===== config.mk =====
export PLATFORM = sky130hd
export DESIGN_NAME = write_back_queue
export DESIGN_NICKNAME = d
export VERILOG_FILES = /design/src/rtl/write_back_queue.sv
export SDC_FILE = /design/constraint.sdc
export NUM_CORES = 1
export LEC_CHECK = 0
export CAP_MARGIN = 20
export CORE_MARGIN = 3
export CORE_UTILIZATION = 50
export DETAILED_ROUTE_END_ITERATION = 8
export PLACE_DENSITY = 0.72
export SLEW_MARGIN = 20
export SYNTH_ARGS = -nofsm -noshare
export SYNTH_HDL_FRONTEND = slang
export SYNTH_SLANG_ARGS = --single-unit

===== constraint.sdc =====
create_clock -name Clock -period 3.24 [get_ports Clock]
set_clock_uncertainty 0.15 [all_clocks]
set_input_delay 0.324 -clock Clock [delete_from_list [all_inputs] [get_ports Clock]]
set_output_delay 0.324 -clock Clock [all_outputs]
set_load 0.02 [all_outputs]

===== src/rtl/write_back_queue.sv =====
// Register write-back queue: buffers pending writes, drains them in order to the register
// bank and forwards the newest pending value. Optional write merging via WBQ_COALESCE_EN.
module write_back_queue #(
    parameter int DEPTH = 4
) (
    input  logic       Clock,
    input  logic       Reset_n,
    input  logic       InValid,
    output logic       InReady,
    input  logic [2:0] InReg,
    input  logic [7:0] InDado,
    input  logic       Stall,
    output logic [2:0] RegEscr,
    output logic [7:0] DadoEscr,
    output logic       RegWrite,
    input  logic [2:0] LookReg,
    output logic       LookHit,
    output logic [7:0] LookDado,
    output logic [3:0] Count
);

    localparam int PW = (DEPTH > 1) ? $clog2(DEPTH) : 1;
    localparam logic [3:0] DEPTH_C = 4'(DEPTH);

    logic [2:0]    fifoReg  [DEPTH];
    logic [7:0]    fifoDado [DEPTH];
    logic [PW-1:0] head;
    logic [PW-1:0] tail;

    logic          doPush;
    logic          doPop;
    logic          doAppend;
    logic          mergeHit;
    logic [PW-1:0] mergeIdx;
    logic          fifoHit;
    logic [7:0]    fifoHitDado;
    logic          outHit;

    assign InReady  = (Count != DEPTH_C);
    assign doPush   = InValid && InReady;
    assign doPop    = (Count != 4'd0) && !Stall;
    assign doAppend = doPush && !mergeHit;

`ifdef WBQ_COALESCE_EN
    // The head slot leaving on this edge must not absorb the new write, or it would be lost.
    always_comb begin
        mergeHit = 1'b0;
        mergeIdx = tail;
        for (int i = 0; i < DEPTH; i++) begin
            if ((4'(i) < Count) && !(doPop && (i == 0)) &&
                (fifoReg[head + PW'(i)] == InReg)) begin
                mergeHit = 1'b1;
                mergeIdx = head + PW'(i);
            end
        end
    end
`else
    assign mergeHit = 1'b0;
    assign mergeIdx = tail;
`endif

    // Scanning oldest to newest lets the newest matching entry win.
    always_comb begin
        fifoHit     = 1'b0;
        fifoHitDado = 8'h00;
        for (int i = 0; i < DEPTH; i++) begin
            if ((4'(i) < Count) && (fifoReg[head + PW'(i)] == LookReg)) begin
                fifoHit     = 1'b1;
                fifoHitDado = fifoDado[head + PW'(i)];
            end
        end
    end

    assign outHit   = RegWrite && (RegEscr == LookReg);
    assign LookHit  = fifoHit || outHit;
    assign LookDado = fifoHit ? fifoHitDado : (outHit ? DadoEscr : 8'h00);

    always_ff @(posedge Clock) begin
        if (!Reset_n) begin
            head     <= '0;
            tail     <= '0;
            Count    <= 4'd0;
            RegWrite <= 1'b0;
            RegEscr  <= 3'd0;
            DadoEscr <= 8'h00;
        end else begin
            if (doPop) begin
                RegEscr  <= fifoReg[head];
                DadoEscr <= fifoDado[head];
                RegWrite <= 1'b1;
                head     <= head + PW'(1);
            end else begin
                RegWrite <= 1'b0;
            end

            if (doPush) begin
                if (mergeHit) begin
                    fifoDado[mergeIdx] <= InDado;
                end else begin
                    fifoReg[tail]  <= InReg;
                    fifoDado[tail] <= InDado;
                    tail           <= tail + PW'(1);
                end
            end

            if (doAppend && !doPop) begin
                Count <= Count + 4'd1;
            end else if (!doAppend && doPop) begin
                Count <= Count - 4'd1;
            end
        end
    end

endmodule


* Word level (Yosys, flattened, before mapping)
Memory sizes are Yosys's and may differ from the RTL's. A register that Yosys moved wholly into a read port is not among the register bits.
Cells that the tools add are included.
** Storage, ports and cells
- Register bits :: 20
- Bits in latches :: 0
- RAM bits :: 44
- ROM bits :: 0
- Input port bits :: 18
- Output and inout bits :: 26
- Logic and storage cells :: 59
- Memories kept :: 2
** Memory list
- fifoDado :: words 4, width 8, rd ports 4, clocked after memory_dff 1, write ports 1, line 26 : logic [7:0] fifoDado [DEPTH];
- fifoReg :: words 4, width 3, rd ports 4, clocked after memory_dff 1, write ports 1, line 25 : logic [2:0] fifoReg [DEPTH];
** Operators by class
- Add/subtract/negate cells :: 6
- Multiply operators :: 0
- Divide/modulo/power cells :: 0
- Order comparisons :: 4
- Equal/unequal tests :: 6
- Shift-type cells :: 0
- Multiplexer cells :: 20
- Bitwise logic cells :: 0
- Reduce and logical (&&, ||, !) cells :: 15
** Operator list (count)
- $mux W8 :: 6
- $eq A3 B3 Y1 :: 5
- $logic_and A1 B1 Y1 :: 9
- $lt A1 B4 Y1 const A :: 2
- $lt A2 B4 Y1 const A :: 2
- $mux W1 :: 8
- $mux W2 :: 4
- $mux W4 :: 2
- $add A2 B1 Y2 const B :: 2
- $add A2 B2 Y2 const B :: 2
- $add A4 B1 Y4 const B :: 1
- $ne A4 B3 Y1 const B :: 1
- $reduce_bool A4 Y1 :: 1
- $sub A4 B1 Y4 const B :: 1
- $logic_not A1 Y1 :: 3
- $reduce_bool A2 Y1 :: 1
- $logic_or A1 B1 Y1 :: 1

* Logic depth before layout (Yosys ltp)
An unclocked memory read counts as a cell.
- Depth in word-level cells :: 8
- Mapped depth :: 10
- Gate-level depth less buffers :: 9

* Worst setup path before layout
OpenSTA, ideal clock, no wires.
- Path type :: register to register
- Start :: reg Count[0]
- End :: reg Count[3]
- Setup time :: 115 ps
- Arrival :: 2532 ps
- Required time :: 2975 ps
- Slack :: 443 ps
- Cell stages (with the launch flop) :: 11
- Path buffers :: 1
- Clock period less this slack :: 2797 ps
- Cell sequence :: dfxtp_1 inv_1 ha_1 a21oi_1 inv_1 clkbuf_1 ha_1 or4_1 a21oi_1 xor2_1 and2_1
** On the way
- Word-level cells in the longest chain between the ends :: 5
- Elaborated cells on any way between the ends :: 13
- Those cells by class :: add/sub (2); eq/ne (1); mux (2); reduce/logical (8)
** RTL lines
- start: declaration :: line 19 : output logic [3:0] Count
- start signal: assignment :: line 107 : Count <= Count + 4'd1;
- start signal: assignment :: line 109 : Count <= Count - 4'd1;
- branches (longest 5 deep; another with $sub A4 B1 Y4)
Several ways; the timed one is not identified. The select of a mux whose other input is x is not followed.
A chain may end at the register's enable or synchronous reset.

==> metrics.txt <==
largest family of logic cells by synthesized area=multiplexers; commonest cells in the netlist=edfxtp_1, nand2_1, dfxtp_1, mux2i_1, nor2_1; largest net degree at the start of global routing=49; FF-to-FF Start=Count[0]; Clock Path Buffers=2; Die Y=95.73 um; simple-gate portion of the synthesized area=0.1181; Worst Path Arrival=between 2 and 3 ns; Power Total=0.003379 W; WHS=roughly 0.34 ns; GP Congestion=between 0.8 and 0.9; Synth Area in XOR/XNOR=0.04787; pwr dens=slightly above 700 mW/mm^2; Fmax achieved=0.3222 GHz; mapped cell area=approximately 0.0040 sq mm; count of final hold-check violations=0; number of global-route vias before repair=around 2600; num ports=44; sequential power share=0.337; mux share of post-synthesis cell area=0.1862; Synth cell types=45; number of nets in the layout=407; crit path time final=3.103 ns; via count=~2700; ant diodes=0; port bufs=between 40 and 50; Synth Instances=332; number of synthesized register bits=66; core footprint=just under 0.008 sq mm; IR Drop Worst-Case VDD=just under 0.0003 V; final setup vio count=0; share of Yosys cell area claimed by the top area cell type=0.3283; most frequent cell after synthesis=edfxtp_1; internal cell power=roughly 0.0021 W; starting DRC count in detailed routing=240; worst reg-to-reg path cell count=9; YS warnings=0; DP Worst Slack=-0.04264 ns; max_slew headroom=0.6240; H-tree Lvls=3; Hold Path Class=reg2reg; Finished Core Util=0.6174; area growth from synthesis to layout=19.15%; Die W=between 90 and 100 um; via/cell ratio=about 5.6; TritonCTS clock tree=yes; Crit Path Class=reg2out; largest cells by area after synthesis=edfxtp_1, dfxtp_1, mux4_1, mux2i_1, mux4_2; total track usage=0.1929; total die area=0.009163 sq mm; compound-gate portion of the synthesized area=0.1377; register area share after synthesis=0.4377; first-pass GRT wire length=around 13000 um; Max-Cap Viols=0; DRC=0; switch share=0.3661; routed len/inst=about 17 um; CTS Hold Bufs=0; Main synth FF type=edfxtp_1; ys async rst share=0; hold path endpoint=RegEscr[1]; CP Capture Type=output pin; drt pass-1 iters=6; worst reg-to-reg setup slack=~0.54 ns; switching power=roughly 0.0012 W; Root Driver=clkbuf_8; Post-synth EDFFs=between 40 and 50; clk slew on worst S/H paths=0.07 ns; Initial Utilization=0.5182; Worst Tran Pin Value=0.5640 ns; Leak Pwr=~1.7 nW; clock power share=0.223; adder-cell area share of the yosys netlist=0.02798; FP Rows=32; fin crit share=0.9579; unrepaired setup endpoints after global routing=false; Final Instance Area=~0.0048 sq mm; Comb pwr share=0.439; Req. time, crit path=approximately 2.8 ns; status=finished clean; Final WS setup=0.1365 ns; worst hold start=RegEscr[1]; r2r endpoint=Count[3]; Worst Hold Depth=2; CP Max Fanout=18; initial antenna violation count=0; Clk Latency, worst-skew pair=around 0.34 ns; Post-DP Area=around 0.0046 sq mm; dpl hpwl=roughly 6200 um; startpoint types=register; Synthesized Nets=between 300 and 400; Mapped Avg Cell Area=around 12 sq um; CTS buffer count=9; Max Transition Viols Final=0; Remaining Overflow, GRT=0; drt total wl=8212 um; Final ANT Viol Nets=0; Yosys top cell by area=edfxtp_1; CTS Sinks=66; fraction of layout cells with a size suffix above 1=0.2182
[area by class of cell]
cell class / count / area (sq um)
clock buffer: 9 / 123.9
clock inverter: 7 / 92.59
fill: 619 / 2972
inverter: 6 / 22.52
multi-input combinational: 235 / 2107
sequential: 66 / 1770
tap: 102 / 127.6
timing repair buffer: 62 / 551.8
[flip-flops by register name, summed over array words and instances (netlist names), named ones only]
register  cells
fifoDado     32
Count         4
fifoReg      12
RegEscr       3
head          2
RegWrite      1
DadoEscr      8
mergeIdx      2
[through the flow]
stage          instances  setup TNS (ns)
4_1_cts              487        -0.02235
2_1_floorplan        332               0
3_3_place_gp         469               0
5_1_grt              487               0
3_5_place_dp         469         -0.2290
6_report             487               0
[cells in the final DEF (no fill, tap or decap), types with 2 or more instances in the layout]
| cell | count |
|---|---|
| or3_1 | 2 |
| bufinv_16 | 2 |
| a211o_1 | 8 |
| dfxtp_4 | 2 |
| a21oi_1 | 11 |
| a21boi_0 | 12 |
| mux4_1 | 9 |
| o21ai_0 | 2 |
| nand4_2 | 2 |
| nor2b_1 | 11 |
| dfxtp_1 | 19 |
| a221oi_2 | 8 |
| mux4_2 | 9 |
| ha_1 | 9 |
| clkbuf_8 | 9 |
| nor2_1 | 20 |
| buf_2 | 7 |
| edfxtp_1 | 44 |
| xor2_1 | 7 |
| buf_4 | 17 |
| clkinvlp_4 | 2 |
| inv_1 | 6 |
| nand2_1 | 28 |
| xnor2_1 | 12 |
| a211oi_1 | 15 |
| and2b_2 | 7 |
| and3_1 | 4 |
| xnor2_2 | 3 |
| clkdlybuf4s50_1 | 34 |
| mux2_2 | 7 |
| and2_1 | 7 |
| o221ai_1 | 8 |
| mux2i_1 | 22 |
[worst max-delay path, stage by stage (launching register included)]
cell and delay [ns]:
edfxtp_1 0.43, mux4_2 0.54, xnor2_2 0.17, nand4_2 0.15, buf_12 0.18, and3_4 0.20, a221oi_2 0.27, o221ai_1 0.16
clkbuf_2 0.19
[logic make-up (layout without fill, tap and decap cells)]
family	after synthesis	after routing
simple gates	89	89
compound gates	67	67
flops	66	66
mux	48	48
buf+inv	31	84
xor+xnor	22	22
fa+ha+maj	9	9
[per-layer routing]
metal | share of wire | track usage | vias to the layer above
met5 | 0 | 0 | -
met4 | 0.012 | 0.05095 | 0
met3 | 0.055 | 0.04691 | 8
met2 | 0.44 | 0.2779 | 82
met1 | 0.49 | 0.2906 | 1298
li1 | - | - | 1360
[worst max path at each step]
stage	from	to	slack, ns
6_report	fifoReg[2][0]	LookDado[3]	0.14
5_1_grt	head[1]	LookDado[1]	0.003
4_1_cts	fifoReg[2][0]	LookDado[3]	-0.02
3_5_place_dp	register	LookDado[3]	-0.04
3_3_place_gp	register	LookDado[3]	0.04
2_1_floorplan	Count[0]	Count[3]	0.44
[repair_timing]
action | in CTS | in global routing
cloned | 0 | 0
endpoints found under the setup margin | 9 | 9
setup buffers | 2 | 0
gates resized for setup | 35 | 13
pin swaps | 1 | 0
[power by group through the flow]
stage	registers, W	logic, W	clock network [W]
5_1_grt	0.00116	0.00162	0.000819
2_1_floorplan	0.00118	0.00100	0
3_5_place_dp	0.00116	0.00150	0
6_report	0.00114	0.00148	0.000754
3_3_place_gp	0.00115	0.00148	0
4_1_cts	0.00114	0.00151	0.000763
Note: power is estimated with default switching activity, not from simulation.
